$ cat config.mk
export PLATFORM = sky130hd
export DESIGN_NAME = sram_controller
export DESIGN_NICKNAME = d
export VERILOG_FILES = /design/src/rtl/sram_controller.sv
export SDC_FILE = /design/constraint.sdc
export NUM_CORES = 1
export LEC_CHECK = 0
export CAP_MARGIN = 20
export CORE_UTILIZATION = 30
export CTS_CLUSTER_SIZE = 8
export DETAILED_ROUTE_END_ITERATION = 8
export GPL_TIMING_DRIVEN = 0
export SETUP_SLACK_MARGIN = 0.2
export SLEW_MARGIN = 10
export SYNTH_ARGS = -nofsm -noshare
export SYNTH_HDL_FRONTEND = slang
export SYNTH_SLANG_ARGS = --single-unit
$ cat constraint.sdc
create_clock -name clk -period 3.5 [get_ports clk]
set_input_delay 0.7 -clock clk [delete_from_list [all_inputs] [get_ports clk]]
set_output_delay 0.7 -clock clk [all_outputs]
set_load 0.05 [all_outputs]
$ cat src/rtl/sram_controller.sv
// sram_controller: bridges a 32-bit MEM-stage word access onto a 16-bit SRAM
// as two sequential half-word accesses (low half, then high half), each held
// for WAIT_CYCLES clocks. ready stays low while the access is in flight.
module sram_controller #(
   parameter int unsigned ADDR_BASE   = 1024,
   parameter int unsigned SRAM_ADDR_W = 18,
   parameter int unsigned WAIT_CYCLES = 5
) (
   input  logic                   clk,
   input  logic                   rst,
   input  logic                   wr_en,
   input  logic                   rd_en,
   input  logic [31:0]            address,
   input  logic [31:0]            write_data,
   output logic [31:0]            read_data,
   output logic                   ready,
   output logic [SRAM_ADDR_W-1:0] sram_addr,
   output logic [15:0]            sram_dq_out,
   output logic                   sram_dq_oe,
   input  logic [15:0]            sram_dq_in,
   output logic                   sram_we_n
);

   typedef enum logic [1:0] {IDLE, LOW, HIGH, DONE} state_t;

   state_t      state, state_nxt;
   logic [31:0] cnt, cnt_nxt;
   logic        op_wr, op_wr_nxt;
   logic        half;
   logic        last;
   logic [31:0] offset;
   logic        addr_unused;

   // Byte offset from the SRAM window base; wraps mod 2^32 for addresses below it.
   assign offset = address - 32'(ADDR_BASE);

   // Word index is offset >> 2; only its low SRAM_ADDR_W-1 bits reach the pins.
   assign sram_addr   = {offset[SRAM_ADDR_W:2], half};
   assign addr_unused = ^{offset[31:SRAM_ADDR_W+1], offset[1:0]};

   assign last = (cnt == 32'(WAIT_CYCLES - 1));

   // State, wait counter and latched operation register.
   always_ff @(posedge clk) begin
      if (rst) begin
         state <= IDLE;
         cnt   <= '0;
         op_wr <= 1'b0;
      end else begin
         state <= state_nxt;
         cnt   <= cnt_nxt;
         op_wr <= op_wr_nxt;
      end
   end

   // Load data capture: each half is sampled on the final cycle of its access.
   always_ff @(posedge clk) begin
      if (rst) begin
         read_data <= '0;
      end else if (!op_wr && last) begin
         if (state == LOW)
            read_data[15:0] <= sram_dq_in;
         else if (state == HIGH)
            read_data[31:16] <= sram_dq_in;
      end
   end

   // Next-state sequencing and SRAM/pipeline handshake outputs.
   always_comb begin
      state_nxt   = state;
      cnt_nxt     = cnt;
      op_wr_nxt   = op_wr;
      half        = 1'b0;
      ready       = 1'b0;
      sram_we_n   = 1'b1;
      sram_dq_oe  = 1'b0;
      sram_dq_out = 16'h0000;

      case (state)
         IDLE: begin
            ready = ~wr_en & ~rd_en;
            if (wr_en | rd_en) begin
               // A request with both levels set is treated as a write.
               op_wr_nxt = wr_en;
               state_nxt = LOW;
               cnt_nxt   = '0;
            end
         end

         LOW: begin
            if (op_wr) begin
               sram_we_n   = 1'b0;
               sram_dq_oe  = 1'b1;
               sram_dq_out = write_data[15:0];
            end
            if (last) begin
               state_nxt = HIGH;
               cnt_nxt   = '0;
            end else begin
               cnt_nxt = cnt + 32'd1;
            end
         end

         HIGH: begin
            half = 1'b1;
            if (op_wr) begin
               sram_we_n   = 1'b0;
               sram_dq_oe  = 1'b1;
               sram_dq_out = write_data[31:16];
            end
            if (last) begin
               state_nxt = DONE;
               cnt_nxt   = '0;
            end else begin
               cnt_nxt = cnt + 32'd1;
            end
         end

         DONE: begin
            // One-cycle release; requests are not looked at until IDLE.
            ready     = 1'b1;
            state_nxt = IDLE;
         end

         default: state_nxt = IDLE;
      endcase
   end

endmodule
Yosys cells after proc, flatten, opt, wreduce, memory -nomap -nowiden --
Cells that the tools add are included.
Word-level totals: input port bits 84, output and inout bits 69, flip-flop bits (word level) 67, word-level logic and storage cells 45
Operators by class: eq/ne operators 7, bitwise operators 5, $add $sub $neg 2, muxes and demuxes 16, reduce and logical (&&, ||, !) cells 10
Operator list (count):
- 32-bit 2-to-1 mux | 2
- 32-bit one-hot mux with 2 select lines | 1
- 32-bit by 1-bit adder with 32-bit output, second input constant | 1
- 32-bit by 3-bit equality test with 1-bit output, second input constant | 1
- 16-bit 2-to-1 mux | 2
- 16-bit one-hot mux with 2 select lines | 1
- 19-bit by 11-bit subtractor with 19-bit output, second input constant | 1
- 2-bit one-hot mux with 4 select lines | 1
- 2-bit 2-to-1 mux | 3
- 2-bit != test, second input constant | 3
- 2-bit AND reduction | 3
- 3-bit AND reduction | 2
- 1-bit 2-to-1 mux | 5
- 2-bit equality test, second input constant | 2
- 1-bit inverter | 3
- 2-bit by 1-bit equality test with 1-bit output, second input constant | 1
- 2-bit zero test | 1
- 1-bit one-hot mux with 2 select lines | 1
- 2-bit nonzero test | 1
- 2-bit OR reduction | 1
- 1-bit AND | 1
- 1-bit logical AND | 1
- 1-bit zero test | 1
- 1-bit OR | 1

Depth between registers and ports, before layout --
depth in word-level cells 4, mapped depth 9

Worst setup path before layout --
Ideal clock, no wire load.
path type input -> output, from in address[10], to out sram_addr[17], setup slack 0.344 ns, stages 5, arrival time 2.456 ns, buffers on the path 0, cells stage by stage inv_1 > ha_1 > inv_1 > nor4_1 > xor2_1
Between the ends: word-level cells in the longest chain between the ends 1
RTL lines:
- from (decl) | RTL line 13 | input logic [31:0] address,
- 19-bit by 11-bit subtractor with 19-bit output | RTL line 35 | assign offset = address - 32'(ADDR_BASE);
- to (decl) | RTL line 17 | output logic [SRAM_ADDR_W-1:0] sram_addr,
Every way passes these cells.

Final worst setup path --
from in address[14], to out sram_addr[17]
The elaborated chain is that of the path after synthesis.

==> impl_metrics.toml <==
[run_status]
status = "finished, final reports clean"

[clock_tree]
root_buffer = "clkbuf_16"
cts_buffer_depth = 2
htree_num_levels = 3
cts_tree = "built"
cts_made_buffers = 9
clk_pin_slew_ns = 0.05
post-cts-setup-buffers = 0
clkLatencyLatePin_ns = 0.33
cts.sinks = 67

[worst_setup_path]
worstPathArrival_ns = 2.56
worst-path-max-fanout = 3
cp.depth = 5
timing.critical_path.to = "sram_addr[17]"
critical_path_buf_inv_count = 2
slowest_delay_ns = 0.59
slowest_stage = "or4_1"
crit_type = "in -> out"
endpoint_kind = "output port"
r2r_slack_ns = 0.95
worst_setup_path_start_kind = "input port"
r2r-end = "cnt[14]$_SDFFE_PP0P_"
crit_start = "address[14]"
timing.rr.start = "cnt[23]$_SDFFE_PP0P_"
cpLargestDelayFamily = "simple AND/OR/NAND/NOR gates"
worstRegToRegCells = 7
cp.required_ns = 2.80
cp_cell_sequence = "clkdlybuf4s50_1, or4_1, nor4_1, xor2_1, clkdlybuf4s18_2"

[place]
port_buffers = 129
dp_hpwl_um = 8180
routabilityCongestion = 0.827

[die]
die-area_um2 = 12600
fp.dieW_um = 112
die_h_um = 112
start_util = 0.314
core-area_um2 = 11700
ioPinCount = 153
std_cell_rows = 39

[global_routing]
grt_max_degree = 14
busiest_layer = "met2"
antenna_found_initial = 0
grt_overflow_total = 0
grt_use_met1 = 0.219
grt_usage = 0.172
gr-usage-met2 = 0.270
grt_util_met3 = 0.0589
grt_first_pass_wirelength_um = 17200
grt_pass1_vias = 3455

[route]
drt-wirelength-per-cell_um = 15.1
viasPerCell = 5.08
vias = 3638
drtIter0Drc = 195
drc = 0
wl_um = 10800
drtPass1Iterations = 5
final_antenna_net_count = 0

[timing]
hold_viol = 0
finalMaxSlewViolations = 0
finClkSkew_ns = 0.00947
rsz0062_at_grt = "true"
fin_crit_ns = 3.26
fin_crit_sh = 0.932
finalSetupViolCount = 0
timing.slew.headroom = 0.463
clock.fmax_mhz = 307
worst_slew_pin_slew_ns = 0.797

[cells_and_area]
drive_gt1_frac = 0.110
synthToLayoutAreaGrowth_pct = 47.6
antenna_cells = 0
nNetsFinal = 660
final_util = 0.463

[logic_synthesis]
yosysUniqueCellTypes = 53
synth-seq-cells = 67
async_flop_share = 0
syn_area_um2 = 3660
syn_nets = 520
yosysSeqAreaShare = 0.367
synth-main-ff-cell = "dfxtp_1"
yosysWarnings = 0
synthCells = 428
synth-edff-count = 0
syn_area_per_cell_um2 = 8.55

[power]
powerDensity_nw_per_um2 = 503
peakVddDrop_uv = 282
total_power_w = 0.00272
p_leak_nw = 1.88

[hold_path]
hold_path.class = "reg -> reg"

[job]
maxCapViolCount = 0
state kept, by name, summed over array words and instances (netlist names):
name	cells
cnt	32
op_wr	1
read_data	32
state	2
per-layer routing:
metal / routed length, µm / vias up
met5: 0 / -
met4: 152 / 0
met3: 804 / 13
met2: 4970 / 131
met1: 4910 / 1677
li1: - / 1817
per-stage QoR:
step	instances	area [µm²]	hold slack, ns	TNS, ns	worst slack, ns
2_1_floorplan	428	3660	0.441	0	0.344
3_3_place_gp	700	5130	0.468	-0.386	-0.171
3_5_place_dp	700	5130	0.472	-0.440	-0.214
4_1_cts	716	5420	0.484	0	0.0651
5_1_grt	716	5400	0.505	0	0.190
6_report	716	5400	0.487	0	0.239
cells in the final DEF (no fill, tap or decap), types with 4 or more instances in the layout:
cell,n
nor4_1,9
o21ai_0,5
or3_1,4
a22oi_1,18
ha_1,8
nand2_1,18
clkdlybuf4s15_2,4
clkbuf_16,9
nor3_1,6
clkbuf_1,10
dfxtp_1,67
xor2_1,10
or4b_1,4
xnor2_1,8
or4_1,4
and4_1,5
nand2b_1,4
buf_2,5
clkbuf_2,11
clkdlybuf4s50_1,104
buf_4,9
nor2_1,79
inv_1,16
nand3_1,19
nand4_1,17
mux2i_1,36
a31oi_1,13
a21oi_1,5
dlygate4sd2_1,10
Yosys cell counts (all sizes together) (10+ instances only):
cell type	count	area, µm²
nor2	79	297
dfxtp	67	1340
mux2i	36	360
nand2	19	71.3
nand3	19	95.1
nand4	19	131
a22oi	18	135
buf	18	123
inv	16	60.1
a31oi	13	81.3
nor4	13	124
clkbuf	12	45.0
xor2	10	87.6
kinds of logic after synthesis:
group | after synthesis | synth area share
adder cells (fa/ha/maj) | 8 | 0.0274
buffers and inverters | 46 | 0.0622
AO/OA/AOI/OAI | 58 | 0.109
XOR/XNOR | 18 | 0.0431
multiplexers | 36 | 0.0985
flip-flops | 67 | 0.367
AND/OR/NAND/NOR | 195 | 0.293
worst register-to-register path, stage by stage (launching register included):
cell and delay, ns:
dfxtp_1 0.36, nor4_1 0.34, nand4_1 0.42, o21ai_1 0.37, buf_2 0.29, a21o_1 0.30
buf_2 0.28, nor2_1 0.08
final cells by class:
| type | count | area [µm²] |
|---|---|---|
| Timing Repair Buffer | 129 | 1250 |
| Fill cell | 1132 | 6260 |
| Tap cell | 143 | 179 |
| Sequential cell | 67 | 1340 |
| Clock buffer | 9 | 225 |
| Buffer | 30 | 171 |
| Clock inverter | 7 | 76.3 |
| Inverter | 16 | 60.1 |
| Multi-Input combinational cell | 315 | 2100 |
worst min path at each step:
stage	slack (ns)	depth (start not counted)	to	startpoint
after global routing	0.50	1	cnt[31]$_SDFFE_PP0P_	cnt[31]$_SDFFE_PP0P_
after global placement	0.47	1	cnt[18]$_SDFFE_PP0P_	cnt[18]$_SDFFE_PP0P_
final	0.49	1	cnt[31]$_SDFFE_PP0P_	cnt[31]$_SDFFE_PP0P_
after CTS	0.48	1	cnt[31]$_SDFFE_PP0P_	cnt[31]$_SDFFE_PP0P_
after floorplan	0.44	1	cnt[31]$_SDFFE_PP0P_	cnt[31]$_SDFFE_PP0P_
after detailed placement	0.47	1	cnt[31]$_SDFFE_PP0P_	cnt[31]$_SDFFE_PP0P_
report_power, final:
| part | internal, W | total [W] | switching, W | leakage, nW |
|---|---|---|---|---|
| Clock | 0.000555 | 0.000897 | 0.000342 | 0.142 |
| Sequential | 0.000790 | 0.000826 | 0.0000357 | 0.540 |
| Combinational | 0.000336 | 0.000992 | 0.000656 | 1.20 |
| Total | 0.00168 | 0.00272 | 0.00103 | 1.88 |
timing repair:
item                                    CTS  global route
cloned                                    0             0
hold buffers                              0             0
endpoints found under the setup margin   23            19
resized for setup                        38            21
hold endpoints to repair                  0             0
Note: power is estimated with default switching activity, not from simulation.
